===== config.mk =====
export PLATFORM = sky130hd
export DESIGN_NAME = key_seq_decoder
export DESIGN_NICKNAME = d
export VERILOG_FILES = /design/src/rtl/key_seq_decoder.sv
export SDC_FILE = /design/constraint.sdc
export NUM_CORES = 1
export LEC_CHECK = 0
export BUFFER_PORTS_ARGS = -buffer_cell sky130_fd_sc_hd__buf_2
export CELL_PAD_IN_SITES_DETAIL_PLACEMENT = 1
export CELL_PAD_IN_SITES_GLOBAL_PLACEMENT = 2
export CORE_MARGIN = 2
export CORE_UTILIZATION = 40
export DETAILED_ROUTE_END_ITERATION = 16
export HOLD_SLACK_MARGIN = 0.08
export MAX_ROUTING_LAYER = met4
export PLACE_DENSITY_LB_ADDON = 0.1
export SYNTH_ARGS = -nofsm -noshare
export SYNTH_HDL_FRONTEND = slang
export SYNTH_SLANG_ARGS = --single-unit
export TNS_END_PERCENT = 10

===== constraint.sdc =====
create_clock -name Clk -period 2.8 [get_ports Clk]
set_clock_uncertainty 0.1 [all_clocks]
set_input_delay 0.42 -clock Clk [delete_from_list [all_inputs] [get_ports Clk]]
set_output_delay 0.42 -clock Clk [all_outputs]
set_load 0.02 [all_outputs]

===== src/rtl/key_seq_decoder.sv =====
// key_seq_decoder: serial unlock-key decoder with mode capture, fail counting and timed lockout.
module key_seq_decoder #(
   parameter int                 KEY_LEN     = 4,
   parameter logic [KEY_LEN-1:0] KEY         = 4'b1010,
   parameter int                 MODE_BITS   = 1,
   parameter int                 MAX_FAIL    = 3,
   parameter int                 LOCK_CYCLES = 16
) (
   input  logic                 Clk,
   input  logic                 Reset,
   input  logic                 InputKey,
   input  logic                 ValidCmd,
   input  logic                 Clear,
   output logic                 Active,
   output logic [MODE_BITS-1:0] Mode,
   output logic                 Fail,
   output logic                 Locked
);
   localparam int BMAX = KEY_LEN > MODE_BITS ? KEY_LEN : MODE_BITS;
   localparam int BW   = $clog2(BMAX + 1);
   localparam int FW   = $clog2(MAX_FAIL + 1);
   localparam int LW   = $clog2(LOCK_CYCLES + 1);
   localparam logic [1:0] S_KEY = 2'd0, S_MODE = 2'd1, S_ACTIVE = 2'd2, S_LOCK = 2'd3;
   logic [1:0]           state;
   logic [BW-1:0]        bit_cnt;
   logic [FW-1:0]        fail_cnt, fail_inc;
   logic [LW-1:0]        lock_cnt;
   logic [KEY_LEN-1:0]   key_sr, key_nx;
   logic [MODE_BITS-1:0] mode_sr, mode_nx;
   logic                 key_last, mode_last;
   always_comb begin
      key_nx    = KEY_LEN'({key_sr, InputKey});
      mode_nx   = MODE_BITS'({mode_sr, InputKey});
      key_last  = bit_cnt == BW'(KEY_LEN - 1);
      mode_last = bit_cnt == BW'(MODE_BITS - 1);
      fail_inc  = fail_cnt + 1'b1;
   end
   // Fail is a one-cycle pulse: cleared every cycle unless a mismatch sets it.
   always_ff @(posedge Clk or posedge Reset) begin
      if (Reset) begin
         state    <= S_KEY;
         bit_cnt  <= '0;
         fail_cnt <= '0;
         lock_cnt <= '0;
         key_sr   <= '0;
         mode_sr  <= '0;
         Active   <= 1'b0;
         Mode     <= '0;
         Fail     <= 1'b0;
         Locked   <= 1'b0;
      end else begin
         Fail <= 1'b0;
         case (state)
            S_KEY:
               if (Clear) begin
                  bit_cnt <= '0;
                  key_sr  <= '0;
               end else if (ValidCmd) begin
                  if (!key_last) begin
                     key_sr  <= key_nx;
                     bit_cnt <= bit_cnt + 1'b1;
                  end else begin
                     key_sr  <= '0;
                     bit_cnt <= '0;
                     if (key_nx == KEY) begin
                        fail_cnt <= '0;
                        state    <= S_MODE;
                     end else begin
                        Fail     <= 1'b1;
                        fail_cnt <= fail_inc;
                        if (fail_inc == FW'(MAX_FAIL)) begin
                           state    <= S_LOCK;
                           Locked   <= 1'b1;
                           lock_cnt <= LW'(LOCK_CYCLES);
                        end
                     end
                  end
               end
            S_MODE:
               if (Clear) begin
                  state   <= S_KEY;
                  bit_cnt <= '0;
                  mode_sr <= '0;
               end else if (ValidCmd) begin
                  if (mode_last) begin
                     state   <= S_ACTIVE;
                     Active  <= 1'b1;
                     Mode    <= mode_nx;
                     bit_cnt <= '0;
                     mode_sr <= '0;
                  end else begin
                     mode_sr <= mode_nx;
                     bit_cnt <= bit_cnt + 1'b1;
                  end
               end
            S_ACTIVE:
               if (Clear) begin
                  state   <= S_KEY;
                  Active  <= 1'b0;
                  Mode    <= '0;
                  bit_cnt <= '0;
               end
            default:
               if (lock_cnt == LW'(1)) begin
                  state    <= S_KEY;
                  Locked   <= 1'b0;
                  fail_cnt <= '0;
                  bit_cnt  <= '0;
                  lock_cnt <= '0;
               end else begin
                  lock_cnt <= lock_cnt - 1'b1;
               end
         endcase
      end
   end
endmodule


# Word level (Yosys, flattened, before mapping)
# Cells that the tools add are included.
dict set report word_totals {
  ff_bits 19
  in_bits 5
  elab_cells 102
}
dict set report classes {
  addsub 3
  eq_ne 19
  muxes 56
  n_bitwise 1
  n_reduce_logical 14
}
# cell count
set op_table {}
lappend op_table {{$mux W3} 11}
lappend op_table {{$mux W5} 6}
lappend op_table {{$mux W2} 14}
lappend op_table {{$mux W1} 18}
lappend op_table {{$ne A2 B2 Y1 const B} 9}
lappend op_table {{$ne A3 B3 Y1 const B} 4}
lappend op_table {{$pmux W5 S2} 1}
lappend op_table {{$reduce_and A5 Y1} 2}
lappend op_table {{$pmux W3 S3} 1}
lappend op_table {{$reduce_and A8 Y1} 1}
lappend op_table {{$reduce_and A7 Y1} 1}
lappend op_table {{$pmux W1 S2} 3}
lappend op_table {{$pmux W2 S3} 1}
lappend op_table {{$reduce_and A6 Y1} 1}
lappend op_table {{$reduce_bool A2 Y1} 3}
lappend op_table {{$eq A5 B1 Y1 const B} 1}
lappend op_table {{$sub A5 B1 Y5 const B} 1}
lappend op_table {{$eq A2 B2 Y1 const B} 2}
lappend op_table {{$eq A4 B4 Y1 const B} 1}
lappend op_table {{$pmux W2 S2} 1}
lappend op_table {{$reduce_and A4 Y1} 1}
lappend op_table {{$reduce_bool A4 Y1} 1}
lappend op_table {{$add A3 B1 Y3 const B} 1}
lappend op_table {{$eq A3 B2 Y1 const B} 1}
lappend op_table {{7 further kinds} 7}

# Longest topological paths before layout
# Gate-level depths: netlist of the first run.
dict set report depth {
  ltp_word 8
  ltp_mapped 7
  ltp_nobuf 6
}

# Least setup slack after synthesis of the first run
# Ideal clock, no wire load.
dict set report synth_path {
  path_kind {flip-flop to flip-flop}
  startpoint {register state[0]}
  endpoint {register lock_cnt[3]}
  setup_ns 0.119
  t_arrival_ns 1.641
  t_required_ns 2.581
  setup_slack_ns 0.940
  path_stages_with_launch 7
  path_buffers 0
  path_cell_list {dfrtp_1 inv_1 ha_1 and4bb_2 nor2_1 or2_2 a21o_2}
}
dict set report synth_between {
  elab_chain_cells 4
  elab_cells_between_ends 12
}
# item line
set synth_lines {}
lappend synth_lines {{from (decl)} 24} ;# logic [1:0] state;
lappend synth_lines {{from (signal assigned)} 41} ;# state <= S_KEY;
lappend synth_lines {{from (signal assigned)} 67} ;# state <= S_MODE;
lappend synth_lines {{from (signal assigned)} 72} ;# state <= S_LOCK;
lappend synth_lines {{$eq A2 B2 Y1 or $eq A2 B1 Y1 (tied branches)} 53} ;# case (state)
lappend synth_lines {{$reduce_or A2 Y1 (no line)} n/a}
lappend synth_lines {{$not A1 Y1 (no line)} n/a}
lappend synth_lines {{$reduce_and A6 Y1 (no line)} n/a}
lappend synth_lines {{to (signal assigned)} 74} ;# lock_cnt <= LW'(LOCK_CYCLES);
lappend synth_lines {{to (signal assigned)} 111} ;# lock_cnt <= lock_cnt - 1'b1;
lappend synth_lines {{to (decl)} 27} ;# logic [LW-1:0] lock_cnt;
# Parallel ways exist; a longest one is shown, timed or not.
# A chain may end at the register's enable or synchronous reset.

# Final worst setup path of the first run
# Ends and elaborated chain as after synthesis.

==> metrics, run 1 <==
status=completed; Crit Path Category=flip-flop to flip-flop; fin crit share=0.747; CP Capture Type=flip-flop; post-route cell area=0.00129 mm²; FF-to-FF setup slack=0.71 ns; fin cells=164; Inserted Clock Buffers=3; crit path launch type=flip-flop; syn_nets=138; routability cong.=0.756; WP buf/inv=1; Setup crit end=lock_cnt[3]$_DFFE_PP0P_; CTS Sinks=19; final hold vios=0; Core Util, Final=0.462; critical path's top delay family=simple AND/OR/NAND/NOR gates; RSZ-0062 raised after global routing=no; Worst R2R Start=state[0]$_DFFE_PP0P_; drt wl/cell=15.9 µm; Pwr Density=881 mW/mm²; VDD IR-drop max=0.445 mV; largest net degree at the start of global routing=20; detailed-route via count=934; sequential area share after synthesis=0.395; Slew Limit Fails=0; Async SR Flop Fraction=1.00; Bufs on Longest Clock Path=2; Synth Flop Type=dfrtp_1; clock slew at the register clock pins of the worst setup and hold paths=0.12 ns; Crit Path Max Fanout=5; Post-Syn Instances=123; Yosys cell types=38; input/output buffers=8; slew of the pin with the lowest slew margin=0.765 ns; core area=0.00281 mm²; Post-route DRC=0; maxcap violations=0; post-DR vias/cell=5.70; Post-Route WL=2610 µm; Layout area overhead=7.48%; layout cell share with drive strength beyond 1=0.173; CP peak stage delay=0.41 ns; Static Leak=0.562 nW; number of DRC markers in iteration 0=16; HPWL Detailed=2030 µm; GRT Total Usage=0.180; DRT antenna net count=0; H-tree depth=1; Horiz. Die Dim=58.9 µm; final setup fails=0; 1st-pass router iterations=2; Reg2Reg Depth=6; Post-synth EDFFs=0; Syn Area/Cell=9.80 µm²; clk_lat worst skew=0.30 ns; Hold Crit Class=input pin to asynchronous set/reset pin; Root Driver=clkbuf_4; crit path time final=2.09 ns; CP max stage cell=dfrtp_1; logic depth of the worst path, buffers included=6; TritonCTS clock tree=done; Placed Area=0.00127 mm²; post-CTS sizing=0; num ports=9; WP data arrival=2.18 ns; Die Ht=58.9 µm; Synth Warn #=0; Worst EP required=2.89 ns; Post-Syn Area=0.00120 mm²; CP cell instances=inv_1 > ha_1 > and4bb_2 > nor2_1 > or2_2 > a21o_2; number of global-route vias before repair=1001; Antenna diodes=0; hold buffer count at CTS=0; number of register bits inferred by synthesis=19; setup TNS=0 ns; Fmax=478 MHz; Core Rows=19; Relative slew margins=0.489; crit path launch=state[0]$_DFFE_PP0P_; first-pass GRT wire length=4620 µm; Die Area=0.00347 mm²; Post-CTS Setup Inserts=0; Overflow after GRT=0; worst r2r dst=lock_cnt[3]$_DFFE_PP0P_; Final nets=149; Initial Utilization=0.430; initial antenna violation count=0; placed insts=160; power consumption=1.14 mW
-- worst min-delay path by stage --
stage | from | end | depth (start not counted)
2_1_floorplan | Reset | Active$_DFFE_PP0P_ | 1
3_3_place_gp | Active$_DFFE_PP0P_ | Active$_DFFE_PP0P_ | 1
3_5_place_dp | fail_cnt[0]$_DFFE_PP0P_ | fail_cnt[0]$_DFFE_PP0P_ | 1
4_1_cts | Reset | state[0]$_DFFE_PP0P_ | 2
5_1_grt | Reset | state[0]$_DFFE_PP0P_ | 2
6_report | Reset | state[0]$_DFFE_PP0P_ | 2
-- Yosys cell counts (3+ instances only) --
cell,number,share of area
nand3b_1,4,0.025
a31oi_1,4,0.021
nand2_1,3,0.0093
ha_1,10,0.10
o21ai_0,10,0.042
nor3_1,3,0.012
a21oi_1,9,0.037
nor2_1,5,0.016
mux2_2,4,0.037
inv_1,13,0.041
nor2b_1,5,0.026
dfrtp_1,19,0.39
o2bb2ai_1,4,0.029
-- worst register-to-register path, delay by kind of cell (launching register included) --
family	cells	cell delay, ns
flip-flops	1	0.41
AND/OR/NAND/NOR	3	0.81
buffers and inverters	1	0.08
adder cells (fa/ha/maj)	1	0.36
AO/OA/AOI/OAI	1	0.22
-- per-layer routing --
| layer | GRT usage | wire length [µm] |
|---|---|---|
| met5 | - | 0 |
| met4 | 0.0325 | 14 |
| met3 | 0.0396 | 72 |
| met2 | 0.298 | 1250 |
| met1 | 0.227 | 1280 |
-- kinds of logic (layout without fill, tap and decap cells) --
logic type / after synthesis / after routing / share of synthesized area
multiplexers: 4 / 4 / 0.0374
AO/OA/AOI/OAI: 36 / 36 / 0.199
flip-flops: 19 / 19 / 0.395
AND/OR/NAND/NOR: 39 / 39 / 0.212
adder cells (fa/ha/maj): 10 / 10 / 0.104
buffers and inverters: 15 / 25 / 0.0530
-- layout make-up --
cell class,count,area (µm²)
Sequential cell,19,475
Clock buffer,4,26.3
Timing Repair Buffer,8,40.0
Fill cell,333,1510
Multi-Input combinational cell,89,666
Tap cell,31,38.8
Inverter,13,48.8
-- registers in the layout, indices dropped and copies added, names as in the netlist --
name / flops
bit_cnt: 3
Mode: 1
Active: 1
lock_cnt: 5
key_sr: 3
fail_cnt: 2
Locked: 1
state: 2
Fail: 1
-- stage by stage --
step                      hold slack (ns)  worst slack (ns)
final                               0.134             0.707
after global routing                0.173             0.533
after CTS                           0.148             0.694
after detailed placement            0.390             0.728
after global placement              0.371             0.748
after floorplan                     0.271             0.940
-- cell usage in the layout (no fill, tap or decap), types with 2 or more instances in the layout --
cell,synthesis,routed
ha_1,10,10
dfrtp_1,19,19
a21oi_1,9,9
nand3b_1,4,4
nor2_1,5,5
buf_2,0,8
nand2_1,3,3
nand3_1,2,2
o31ai_1,2,2
mux2_2,4,4
a31oi_1,4,4
nor3_1,3,3
nand2b_1,2,2
inv_1,13,13
nor2b_1,5,5
or3_1,2,2
o21ai_0,10,10
clkbuf_4,0,3
o2bb2ai_1,4,4
-- report_power, final --
part / internal, mW / total (mW) / switching [mW]
logic: 0.240 / 0.561 / 0.320
registers: 0.359 / 0.441 / 0.0820
clock network: 0.0555 / 0.139 / 0.0840
total: 0.655 / 1.14 / 0.486
(Power assumes the default switching activity.)
==> inputs of run 2 (changes only) <==
- CORE_UTILIZATION: 40 -> 37
- clock period: 2.8 -> 2 ns (I/O delays scaled with it)
==> metrics, run 2 (synthesis gave the netlist of run 1 again) <==
status=completed; Worst R2R Start=state[1]$_DFFE_PP0P_; Crit Path Category=flip-flop to flip-flop; clock slew at the register clock pins of the worst setup and hold paths=0.11 ns (about the same); Root Driver=clkbuf_4; hold path start=InputKey; num ports=9 (unchanged); routability cong.=0.883 (+17%); Post-Route WL=2930 µm (+12%); H-tree depth=1 (unchanged); most frequent cells in the layout=dfrtp_1 (19), inv_1 (13), buf_4 (12), o21ai_0 (10), ha_1 (10); power consumption=1.79 mW (+57%); Die Ht=61.1 µm (+3.7%); Most Crowded Layer GR=met2; CP peak stage delay=0.41 ns (about the same); Core Rows=20 (+1); Reg2Reg Depth=6 (unchanged); CP Capture Type=flip-flop; final setup fails=0 (unchanged); 1st-pass router iterations=6 (+4); CP max stage cell=dfrtp_1; most common cell after layout, fill and taps aside=dfrtp_1; GR met3 Demand/Resource=0.0252 (-0.0144); CTS Sinks=19 (unchanged); crit path time final=1.88 ns (-0.211 ns); met2 Use GR=0.327 (+0.0283); Post-route DRC=0 (unchanged); final worst slack=0.118 ns (-0.589 ns); Crit Path Max Fanout=4 (-1); number of global-route vias before repair=1037 (+3.6%); Die Area=0.00373 mm² (+7.5%); Initial Utilization=0.391 (-0.0381); fin crit share=0.941 (+0.194); drt wl/cell=15.4 µm (-3.1%); final hold vios=0 (unchanged); RSZ-0062 raised after global routing=no; Post-Place Worst Slack=-0.0669 ns (-0.795 ns); HPWL Detailed=2200 µm (+8.5%); crit path launch type=flip-flop; Bufs on Longest Clock Path=2 (unchanged); Slew Limit Fails=0 (unchanged); Antenna diodes=0 (unchanged); Most flops, register=lock_cnt; Overflow after GRT=0 (unchanged); registers with the highest flip-flop counts=lock_cnt x5, bit_cnt x3, key_sr x3; met1 GRT Util=0.214 (-0.0134); Worst EP required=2.10 ns (-0.79 ns); Inserted Clock Buffers=3 (unchanged); detailed-route via count=995 (+6.5%); WP buf/inv=1 (unchanged); GRT Total Usage=0.184 (+0.00415); Final nets=162 (+8.7%); logic depth of the worst path, buffers included=6 (unchanged); DRT antenna net count=0 (unchanged); Largest register FFs=5 (unchanged); Relative slew margins=0.498 (+0.00855); VDD IR-drop max=0.469 mV (+5.3%); worst r2r dst=lock_cnt[3]$_DFFE_PP0P_; slew of the pin with the lowest slew margin=0.753 ns (-0.0128 ns); WP data arrival=1.99 ns (-0.19 ns); Hold WS=0.212 ns (+0.0775 ns); FF-to-FF setup slack=0.12 ns (-0.59 ns); Hold Path Cell Cnt=3; core area=0.00308 mm² (+9.7%); Horiz. Die Dim=61.1 µm (+3.7%); Fmax=531 MHz (+11%); TritonCTS clock tree=done; number of DRC markers in iteration 0=15 (-1); first-pass GRT wire length=4770 µm (+3.4%); CP cell instances=inv_1 > ha_1 > and4bb_2 > nor2_1 > or2_2 > a21o_2; critical path's top delay family=simple AND/OR/NAND/NOR gates; Static Leak=0.634 nW (+13%); Layout area overhead=18.6%; clk_lat worst skew=0.30 ns (about the same); largest net degree at the start of global routing=20 (unchanged); Hold Crit Class=input pin to flip-flop; Hold Crit Endpoint=key_sr[0]$_DFFE_PP0P_; post-DR vias/cell=5.24 (-8.0%); input/output buffers=8 (unchanged); Pwr Density=1250 mW/mm² (+42%); maxcap violations=0 (unchanged); layout cell share with drive strength beyond 1=0.253 (+0.0805); initial antenna violation count=0 (unchanged)
## run 2: report_power, final
group	leakage, nW	total (mW)	internal, mW	switching [mW]
clock	0.0150	0.205	0.0777	0.127
sequential	0.236	0.620	0.502	0.118
combinational	0.382	0.962	0.461	0.501
total	0.634	1.79	1.04	0.747
## run 2: layer usage
layer  vias up  part of all wire  routed length, µm
li1        487                 -                  -
met4         0            0.0072                 21
met2         9              0.51               1500
met1       497              0.46               1350
met5         -                 0                  0
met3         2             0.019                 55
## run 2: what timing repair did
item | in CTS | in global routing
hold buffers | 1 | 0
buffers inserted | 0 | 3
endpoints found under the setup margin | 3 | 7
gates cloned | 0 | 0
gates resized for setup | 1 | 2
hold endpoints to repair | 19 | 0
## run 2: area by class of cell
class / instances / area [µm²]
fillers: 375 / 1650
inverters: 13 / 48.8
clock buffers: 4 / 26.3
multi-input cells: 89 / 683
flip-flops and latches: 19 / 475
repair buffers: 21 / 140
well taps: 44 / 55.1
## run 2: worst max-delay path by stage
stage	from	to	slack (ns)
after floorplan	state[0]$_DFFE_PP0P_	lock_cnt[3]$_DFFE_PP0P_	0.14
after global placement	lock_cnt[1]$_DFFE_PP0P_	bit_cnt[1]$_DFFE_PP0P_	-0.05
after detailed placement	lock_cnt[1]$_DFFE_PP0P_	bit_cnt[0]$_DFFE_PP0P_	-0.07
after CTS	state[0]$_DFFE_PP0P_	lock_cnt[3]$_DFFE_PP0P_	0.06
after global routing	state[1]$_DFFE_PP0P_	bit_cnt[0]$_DFFE_PP0P_	0.008
final	state[1]$_DFFE_PP0P_	lock_cnt[3]$_DFFE_PP0P_	0.12
## run 2: through the flow
step	setup TNS [ns]	instance area [µm²]	cells	utilization
floorplan	0	1200	123	-
global placement	-0.141	1350	182	0.439
detailed placement	-0.187	1350	182	0.439
CTS	0	1400	187	0.453
global route	0	1430	190	0.464
finish	0	1430	190	0.464
## run 2: worst reg2reg max path: stages (launching register included)
cell	delay, ns
dfrtp_1	0.41
inv_1	0.08
ha_1	0.28
and4bb_2	0.31
nor2_1	0.05
or2_2	0.34
a21o_2	0.22
==> inputs of run 3 (changes only) <==
- ABC_AREA: unset -> 1
- CORE_UTILIZATION: 37 -> 34
==> metrics, run 3 <==
number of DRC markers in iteration 0=23 (+8); final setup fails=0 (unchanged); post-route cell area=0.00133 mm² (-6.7%); post-DR vias/cell=4.84 (-7.5%); Synth Area in Simple Gates=0.278 (+0.0657); drt wl/cell=13.1 µm (-15%); Hold Path Cell Cnt=2 (-1); crit path launch type=flip-flop; Hold Crit Class=input pin to flip-flop; num ports=9 (unchanged); largest family of logic cells by synthesized area=simple AND/OR/NAND/NOR gates; Most flops, register=lock_cnt; largest net degree at the start of global routing=20 (unchanged); most common cell after layout, fill and taps aside=nand2_1; Synth Flop Type=dfrtp_1; Core Rows=21 (+5.0%); number of global-route vias before repair=1071 (+3.3%); P_int=897 µW (-14%); most frequent cell after synthesis=nand2_1; hold path start=Clear; Bufs on Longest Clock Path=2 (unchanged); layout cell share with drive strength beyond 1=0.129 (-0.125); Multi-input gate area=604 µm² (-12%); initial antenna violation count=0 (unchanged); Horiz. Die Dim=63.5 µm (+4.0%); post-synthesis adder-cell area fraction=0.104 (+0.000108); Overflow after GRT=0 (unchanged); register area=475 µm² (unchanged); area leader, netlist=dfrtp_1; Die Area=0.00403 mm² (+8.1%); most frequent cells in the layout=nand2_1 (38), inv_1 (29), dfrtp_1 (19), nand3_1 (13); combinational share of power=0.520 (-0.018); Inserted Clock Buffers=3 (unchanged); fin crit share=0.863 (-0.0785); Async SR Flop Fraction=1.00 (unchanged); NetSw=798 µW (+6.9%); Post-Syn Instances=158 (+28%); H-tree depth=1 (unchanged); power share of the clock group=0.120 (+0.005); clock slew at the register clock pins of the worst setup and hold paths=0.11 ns (about the same); core area=0.00336 mm² (+9.3%); Post-route DRC=0 (unchanged); Relative slew margins=0.505 (+0.00775); worst r2r dst=bit_cnt[1]$_DFFE_PP0P_; switching share of power=0.471 (+0.0531); CTS Sinks=19 (unchanged); WP data arrival=1.86 ns (-0.13 ns); slew of the pin with the lowest slew margin=0.741 ns (-0.0116 ns); TritonCTS clock tree=done; Worst R2R Start=state[0]$_DFFE_PP0P_; Crit Path Max Fanout=7 (+3); Reg2Reg Depth=6 (unchanged); Syn Area/Cell=7.62 µm² (-22%); XOR/XNOR share of the synthesized area=0.00728 (+0.00728); Root Driver=clkbuf_4; 1st-pass router iterations=4 (-2); Worst EP required=2.13 ns (+0.03 ns); Placed Area=0.00130 mm² (-4.1%); FF-to-FF setup slack=0.27 ns (+0.16 ns); Final nets=187 (+15%); Post-Syn Area=0.00120 mm² (-0.10%); first-pass GRT wire length=5110 µm (+7.1%); registers with the highest flip-flop counts=lock_cnt x5, bit_cnt x3, key_sr x3; status=completed; number of register bits inferred by synthesis=19 (unchanged); final hold vios=0 (unchanged); Layout area overhead=10.8%; setup TNS=0 ns (unchanged); routability cong.=0.734 (-17%); syn_nets=173 (+25%); Fmax=580 MHz (+9.1%); largest cells by area after synthesis=dfrtp_1 (40%), nand2_1 (12%), ha_1 (10%); sequential power share=0.360 (+0.013); crit path time final=1.73 ns (-0.157 ns); Core Util, Final=0.397 (-0.0677); GRT Total Usage=0.165 (-0.0190); Synth top area share=0.395 (+0.000410); DRT antenna net count=0 (unchanged); Slew Limit Fails=0 (unchanged); detailed-route via count=1051 (+5.6%); Synth Warn #=0 (unchanged); Antenna diodes=0 (unchanged); input/output buffers=8 (unchanged); HPWL Detailed=2220 µm (+0.80%); Pwr Density=1270 mW/mm² (+1.6%); Post-Route WL=2840 µm (-3.0%); post-synthesis mux area share=0 (-0.0374); number of fill cells in the layout=459 (+22%); Compound-Gate Fraction of Synth Area=0.113 (-0.0861); Initial Utilization=0.358 (-0.0336); Hold Crit Endpoint=Fail$_DFF_PP0_; RSZ-0062 raised after global routing=no; top cells by count, synth=nand2_1 (38), inv_1 (29), dfrtp_1 (19); Yosys cell types=23 (-39%); maxcap violations=0 (unchanged); Hold WS=0.155 ns (-0.0574 ns); Die Ht=63.5 µm (+4.0%); Static Leak=0.675 nW (+6.6%); CP Capture Type=flip-flop; sequential area share after synthesis=0.395 (+0.000410); clk_lat worst skew=0.30 ns (about the same); Crit Path Category=flip-flop to flip-flop; Largest register FFs=5 (unchanged); Post-synth EDFFs=0 (unchanged); VDD IR-drop max=0.349 mV (-26%)
-- run 3: through the flow --
step | setup slack [ns] | power, mW | std cells
2_1_floorplan | 0.504 | 1.27 | 158
3_3_place_gp | 0.313 | 1.47 | 212
3_5_place_dp | 0.262 | 1.51 | 212
4_1_cts | 0.234 | 1.73 | 217
5_1_grt | 0.0157 | 1.88 | 217
6_report | 0.275 | 1.70 | 217
-- run 3: worst max-delay path by stage --
stage,end,startpoint,slack (ns)
3_3_place_gp,bit_cnt[1]$_DFFE_PP0P_,state[0]$_DFFE_PP0P_,0.31
3_5_place_dp,bit_cnt[1]$_DFFE_PP0P_,state[0]$_DFFE_PP0P_,0.26
5_1_grt,key_sr[0]$_DFFE_PP0P_,state[1]$_DFFE_PP0P_,0.02
4_1_cts,bit_cnt[1]$_DFFE_PP0P_,state[0]$_DFFE_PP0P_,0.23
6_report,bit_cnt[1]$_DFFE_PP0P_,state[0]$_DFFE_PP0P_,0.27
2_1_floorplan,Locked$_DFFE_PP0P_,bit_cnt[0]$_DFFE_PP0P_,0.50
-- run 3: area by class of cell --
cell class | instances | share of cell area
multi-input cells | 108 | 0.453
flip-flops and latches | 19 | 0.356
inverters | 30 | 0.0844
repair buffers | 10 | 0.0432
well taps | 46 | 0.0432
clock buffers | 4 | 0.0197
-- run 3: per-layer routing --
layer / GRT usage / part of all wire
met5: - / 0
met4: 0.0245 / 0.0081
met1: 0.230 / 0.53
met3: 0.0375 / 0.019
met2: 0.250 / 0.44
-- run 3: what timing repair did --
| action | in CTS | in global routing |
|---|---|---|
| hold buffers | 1 | 0 |
| resized for setup | 0 | 0 |
| setup buffers | 0 | 0 |
| hold endpoints to repair | 19 | 0 |
-- run 3: power groups by stage --
stage / combinational, mW / sequential (mW) / clock, mW
CTS: 0.897 / 0.613 / 0.216
global placement: 0.857 / 0.613 / 0
floorplan: 0.640 / 0.635 / 0
global route: 1.02 / 0.634 / 0.234
finish: 0.882 / 0.611 / 0.203
detailed placement: 0.888 / 0.622 / 0
-- run 3: logic make-up after synthesis --
logic type,count (synthesis)
buffers and inverters,31
AND/OR/NAND/NOR,73
adder cells (fa/ha/maj),10
flip-flops,19
XOR/XNOR,1
AO/OA/AOI/OAI,24
-- run 3: worst max-delay path, stage by stage (launching register included) --
cell	delay (ns)
dfrtp_1	0.41
inv_1	0.09
ha_1	0.28
inv_1	0.18
o31ai_1	0.37
nand2_1	0.10
o21ai_1	0.13
